## config.mk

```make
export PLATFORM = sky130hd
export DESIGN_NAME = bus_arbiter
export DESIGN_NICKNAME = d
export VERILOG_FILES = /design/src/rtl/bus_arbiter.sv
export SDC_FILE = /design/constraint.sdc
export NUM_CORES = 1
export LEC_CHECK = 0
export BUFFER_PORTS_ARGS = -buffer_cell sky130_fd_sc_hd__buf_4
export CAP_MARGIN = 20
export CORE_ASPECT_RATIO = 0.5
export CORE_MARGIN = 5
export CORE_UTILIZATION = 49
export DETAILED_ROUTE_END_ITERATION = 10
export GPL_TIMING_DRIVEN = 0
export HOLD_SLACK_MARGIN = 0.12
export MAX_ROUTING_LAYER = met4
export PLACE_DENSITY_LB_ADDON = 0.05
export SYNTH_ARGS = -nofsm -noshare
export SYNTH_HDL_FRONTEND = slang
export SYNTH_SLANG_ARGS = --single-unit
```

## constraint.sdc

```tcl
create_clock -name clk -period 5.9 [get_ports clk]
set_input_delay 1.18 -clock clk [delete_from_list [all_inputs] [get_ports clk]]
set_output_delay 1.18 -clock clk [all_outputs]
set_load 0.01 [all_outputs]
```

## src/rtl/bus_arbiter.sv

```systemverilog
// bus_arbiter: round-robin arbiter sharing one bus between instruction fetch and data access
//   clk, rst            : clock, synchronous active-high reset
//   if_*                : fetch port (req/addr in, data/ack out)
//   mem_*               : data port (req/we/sel/addr/wdata in, rdata/ack out)
//   bus_*               : shared bus request (registered) and completion (rdata/ack in)
//   stallreq_if/mem_o   : requester still waiting; err_o flags a timed-out transfer with its ack
module bus_arbiter #(
  parameter int TMO_W = 8
) (
  input  logic        clk,
  input  logic        rst,
  input  logic        if_req_i,
  input  logic [31:0] if_addr_i,
  output logic [31:0] if_data_o,
  output logic        if_ack_o,
  input  logic        mem_req_i,
  input  logic        mem_we_i,
  input  logic [3:0]  mem_sel_i,
  input  logic [31:0] mem_addr_i,
  input  logic [31:0] mem_wdata_i,
  output logic [31:0] mem_rdata_o,
  output logic        mem_ack_o,
  output logic        bus_req_o,
  output logic        bus_we_o,
  output logic [3:0]  bus_sel_o,
  output logic [31:0] bus_addr_o,
  output logic [31:0] bus_wdata_o,
  input  logic [31:0] bus_rdata_i,
  input  logic        bus_ack_i,
  output logic        stallreq_if_o,
  output logic        stallreq_mem_o,
  output logic        err_o
);
  typedef enum logic [1:0] {IDLE, DATA, FETCH, DONE} state_t;
  state_t state;
  logic last_fetch;
  logic [TMO_W-1:0] cnt;
  logic [TMO_W-1:0] cnt_nxt;
  logic grant_mem;
  logic fin;
  logic [31:0] cap;
  assign stallreq_if_o  = if_req_i & ~if_ack_o;
  assign stallreq_mem_o = mem_req_i & ~mem_ack_o;
  // data wins unless it won last time and fetch is also asking
  assign grant_mem = mem_req_i & (~if_req_i | last_fetch);
  assign cnt_nxt   = cnt + 1'b1;
  // transfer ends on ack, or when the wait count would reach all-ones
  assign fin       = bus_ack_i | (cnt_nxt == '1);
  assign cap       = bus_ack_i ? bus_rdata_i : 32'h0;
  always_ff @(posedge clk) begin
    if (rst) begin
      state       <= IDLE;
      last_fetch  <= 1'b1;
      cnt         <= '0;
      if_data_o   <= '0;
      if_ack_o    <= 1'b0;
      mem_rdata_o <= '0;
      mem_ack_o   <= 1'b0;
      bus_req_o   <= 1'b0;
      bus_we_o    <= 1'b0;
      bus_sel_o   <= '0;
      bus_addr_o  <= '0;
      bus_wdata_o <= '0;
      err_o       <= 1'b0;
    end else begin
      if_ack_o  <= 1'b0;
      mem_ack_o <= 1'b0;
      err_o     <= 1'b0;
      case (state)
        IDLE: begin
          if (grant_mem || if_req_i) begin
            state       <= grant_mem ? DATA : FETCH;
            last_fetch  <= ~grant_mem;
            cnt         <= '0;
            bus_req_o   <= 1'b1;
            bus_we_o    <= grant_mem & mem_we_i;
            bus_sel_o   <= grant_mem ? mem_sel_i : 4'hF;
            bus_addr_o  <= grant_mem ? mem_addr_i : if_addr_i;
            bus_wdata_o <= grant_mem ? mem_wdata_i : 32'h0;
          end
        end
        DATA, FETCH: begin
          if (fin) begin
            state     <= DONE;
            bus_req_o <= 1'b0;
            err_o     <= ~bus_ack_i;
            if (state == DATA) begin
              mem_rdata_o <= cap;
              mem_ack_o   <= 1'b1;
            end else begin
              if_data_o <= cap;
              if_ack_o  <= 1'b1;
            end
          end else begin
            cnt <= cnt_nxt;
          end
        end
        default: state <= IDLE;
      endcase
    end
  end
endmodule

```

* Yosys cells after proc, flatten, opt, wreduce, memory -nomap -nowiden
Index checks and enable logic that the tools add are counted.
** Operators by class
- Muxes and demuxes :: 16
- Bitwise logic cells :: 14
- Add/sub/neg operators :: 1
- Equality and inequality tests :: 6
- Reductions and logical operators :: 11
** Operator list (count)
- two-way mux 32 bit :: 3
- two-way mux 8 bit :: 2
- case mux 8 bit (2 select lines) :: 1
- AND reduction 3 bit :: 4
- adder 8 x 1 -> 8 bit (second input constant) :: 1
- equality test 8 bit (second input constant) :: 1
- inverter 1 bit :: 8
- two-way mux 2 bit :: 3
- != test 2 bit (second input constant) :: 3
- bitwise AND 1 bit :: 4
- two-way mux 1 bit :: 4
- two-way mux 4 bit :: 1
- case mux 2 bit (2 select lines) :: 1
- AND reduction 2 bit :: 2
- OR reduction 3 bit :: 1
- equality test 2 x 1 -> 1 bit (second input constant) :: 1
- equality test 2 bit (second input constant) :: 1
- logical NOT 2 bit :: 1
- OR 1 bit :: 2
- case mux 1 bit (2 select lines) :: 1
- nonzero test 2 bit :: 1
- OR reduction 2 bit :: 1
- logical OR 1 bit :: 1
** Storage, ports and cells
- Input bits :: 138
- Logic and storage cells :: 61
- Register bits after elaboration :: 148

* Logic depth before layout (Yosys ltp)
- Depth after elaboration :: 6
- Mapped depth :: 8

* Least setup slack after synthesis
OpenSTA, ideal clock, no wires.
- Path kind :: in2out
- From :: in mem_req_i
- To :: out stallreq_mem_o
- Arrival time :: 1405 ps
- Stages :: 2
- Setup slack :: 3315 ps
- Cell sequence :: inv_1 -> nor2_1
** On the way
- Longest elaborated chain between the ends :: 1
** RTL lines
- start, declared :: RTL line 16 : input logic mem_req_i,
- bitwise AND 1 bit :: RTL line 43 : assign stallreq_mem_o = mem_req_i & ~mem_ack_o;
- end, declared :: RTL line 31 : output logic stallreq_mem_o,
No other way between the ends.

* Worst setup path in the final report
- From :: in if_req_i
- To :: out stallreq_if_o
** On the way
- Longest elaborated chain between the ends :: 1
** RTL lines
- start, declared :: RTL line 12 : input logic if_req_i,
- bitwise AND 1 bit :: RTL line 42 : assign stallreq_if_o = if_req_i & ~if_ack_o;
- end, declared :: RTL line 30 : output logic stallreq_if_o,
No other way between the ends.

==> results.md <==
- Status: completed
- Gr usage total: 27.00%
- Largest area contributor in the netlist: dfxtp_1
- Crit path max-delay family: buffers and inverters
- Max Fclk: 0.3547 GHz
- Worst VDD drop: 0.2516 mV
- Final worst slack: 3081 ps
- Final TNS setup: 0 ps
- Nets@finish: 1005
- Cells after synthesis: 567
- Sequential share of the synthesized area: 52.94%
- Worst slew pin tran: 856.5 ps
- CP Buf/Inv Count: 3
- Number of global-route vias before repair: 5781
- Die X: 161.1 µm
- Residual DRC: 0
- Syn avg cell area: 9.871 µm²
- Mapped Area: 0.005597 mm²
- Synth warnings: 0
- Design Area, Final: 0.008466 mm²
- H-tree level count: 4
- Gr ovfl total: 0
- MaxCap Viol Count: 0
- Pwr per Cell Area: 434.2 mW/mm²
- CTS Buffer Depth: 2
- Xor/xnor share of the synthesized area: 0%
- Largest net degree at the start of global routing: 17
- Slowest cell on crit path: buf_4
- Top FF cell, synth: dfxtp_1
- N_diodes: 0
- Synth top area cells: dfxtp_1 (53%), a22o_2 (11%), nor2_1 (5.4%)
- Pre-CTS setup slack: 2902 ps
- Fraction of layout cells with a size suffix above 1: 44.57%
- Flop2flop setup slack: 3330 ps
- Synth cell types: 43
- Routed Antenna Nets: 0
- DR iter-0 viols: 369
- Clk slew on worst S/H paths: 60 ps
- CP Launch Type: input pin
- Worst Path Max Fanout: 5
- Via Count: 5623
- CTS buffer count: 17
- Global-route wire length before repair: 29040 µm
- Placed Cells: 988
- Dpl cell area: 0.007850 mm²
- Clk_lat worst skew: 420 ps
- Critical path, cell by cell: buf_4 -> inv_1 -> nor2_1 -> buf_4
- Port bufs: 276
- Hold-fix buffers at CTS: 0
- Worst Setup Path Type: in -> out
- Hold Vio Cnt, Final: 0
- Core Area: 0.01108 mm²
- Setup Viol. Count Final: 0
- DR vias/cell: 5.513
- Hold WC Path Type: reg -> reg
- Mapped Nets: 710
- Leak pwr: 0.003861 µW
- Clk root buf: clkbuf_16
- Most common cell after layout, fill and taps aside: buf_4
- Compound-gate portion of the synthesized area: 26.43%
- Initial Util: 50.51%
- Area Overhead vs Synth: 51.26%
- Clock Skew: 8.497 ps
- RSZ-0062 raised after global routing: no
- Crit share post-route: 47.79%
- Post-synth top area share: 52.94%
- Simple-Gate Fraction of Synth Area: 14.15%
- Crit path launch: if_req_i
- GPL Wtd Cong: 0.8864
- Largest family of logic cells by synthesized area: compound AO/OA/AOI/OAI gates
- Mux share of post-synthesis cell area: 0.5813%
- Detailed placement HPWL: 13800 µm
- Most frequent cells in the layout: buf_4 (276), dfxtp_1 (148), nor2_1 (81), nand2_1 (76), a22o_2 (60)
- Fraction of registers with async set/reset: 0%
- CP most frequent cell: buf_4
- FP Rows: 27
- Critical path endpoint: stallreq_if_o
- Req. time, crit path: 4720 ps
- Die area: 0.01379 mm²
- Routed WL: 18480 µm
- Finished Layout Cells: 1020
- Pins Over Slew Limit: 0
- Reg2reg start: cnt[0]
- Die Ht: 85.57 µm
- Min cycle time layout: 2819 ps
- Buffers inserted by post-CTS timing repair: 0
- Relative slew slack: 42.55%
- #FFs+latches synth: 148
- Ports: 277
- EDFF count, synth: 0
- Worst Hold Slack: 482.2 ps
- Post-CTS resize count: 0
- R2r worst-path depth: 6
- 1st-pass router iterations: 6
- Hold Startpoint: if_data_o[8]
- Drt wl/cell: 18.11 µm
- CTS tree: built
- Critical Path AT: 1640 ps
- Post-Synth Adder-Cell Area: 1.118%
- Slowest stage delay, CP: 140 ps
- R2r endpoint: state[0]
- Worst setup EP type: output pin
- Initial antenna violation count: 0
- CTS sink cnt: 148
- Cell count along the critical path: 4
## final cells by class
| type | count | area, µm² |
|---|---|---|
| inverters | 14 | 52.55 |
| multi-input cells | 363 | 2366 |
| clock buffers | 17 | 425.4 |
| clock inverters | 15 | 190.2 |
| fillers | 797 | 2615 |
| plain buffers | 42 | 215.2 |
| well taps | 145 | 181.4 |
| repair buffers | 276 | 2072 |
| flip-flops and latches | 148 | 2963 |
## through the flow
stage | utilization, % | power (µW)
finish | 76.40 | 3675
global route | 76.40 | 3874
CTS | 76.40 | 3696
detailed placement | 70.84 | 2569
global placement | 70.84 | 2539
floorplan | - | 2013
## worst reg2reg max path, cell delays in order (launching register included)
cell,delay [ps]
dfxtp_1,500
ha_1,340
and3_2,260
mux2i_1,310
o221ai_1,380
a31o_2,390
mux2_2,280
## flip-flops by register name, indices dropped and copies added (netlist names)
| signal | cells |
|---|---|
| bus_addr_o | 32 |
| bus_wdata_o | 32 |
| if_data_o | 32 |
| mem_rdata_o | 32 |
| cnt | 8 |
| bus_sel_o | 4 |
| state | 2 |
| bus_req_o | 1 |
| bus_we_o | 1 |
| err_o | 1 |
| if_ack_o | 1 |
| last_fetch | 1 |
| mem_ack_o | 1 |
## power breakdown
group	internal (µW)	switching (µW)	leakage (µW)	total, µW
registers	1200	115	0.00121	1310
logic	572	671	0.00235	1240
clock network	645	472	0.000299	1120
total	2420	1260	0.00386	3680
## worst min path at each step
| stage | endpoint | slack, ps | cells past startpoint |
|---|---|---|---|
| 2_1_floorplan | cnt[4] | 450 | 1 |
| 3_3_place_gp | if_data_o[7] | 460 | 1 |
| 3_5_place_dp | mem_rdata_o[2] | 460 | 1 |
| 4_1_cts | if_data_o[9] | 480 | 1 |
| 5_1_grt | if_data_o[12] | 500 | 1 |
| 6_report | if_data_o[8] | 480 | 1 |
## synth_stat cells, drive strengths merged, types with 2 or more instances
library cell / n
nor2: 81
inv: 14
a31oi: 3
and3b: 2
o22ai: 3
dfxtp: 148
nor3: 9
o221ai: 3
nand3: 8
o32ai: 2
nand2: 76
a22oi: 33
a22o: 64
nand4: 4
mux2: 2
a21oi: 6
o221a: 6
a311oi: 31
and3: 2
clkbuf: 28
ha: 5
buf: 13
o21ai: 6
a41oi: 2
nor4b: 2
## cell families (layout without fill, tap and decap cells)
| kind of cell | Yosys count | in the layout |
|---|---|---|
| AND/OR/NAND/NOR | 189 | 189 |
| AO/OA/AOI/OAI | 166 | 166 |
| flip-flops | 148 | 148 |
| buffers and inverters | 56 | 364 |
| adder cells (fa/ha/maj) | 5 | 5 |
| multiplexers | 3 | 3 |
## layer usage
| metal | track usage (%) | vias to the layer above | part of all wire, % |
|---|---|---|---|
| met2 | 45.15 | 248 | 49 |
| met3 | 8.353 | 41 | 8.7 |
| met4 | 9.443 | 0 | 2.5 |
| met5 | - | - | 0 |
| li1 | - | 2681 | - |
| met1 | 31.24 | 2653 | 40 |
Power figures use the tool's default switching activity.
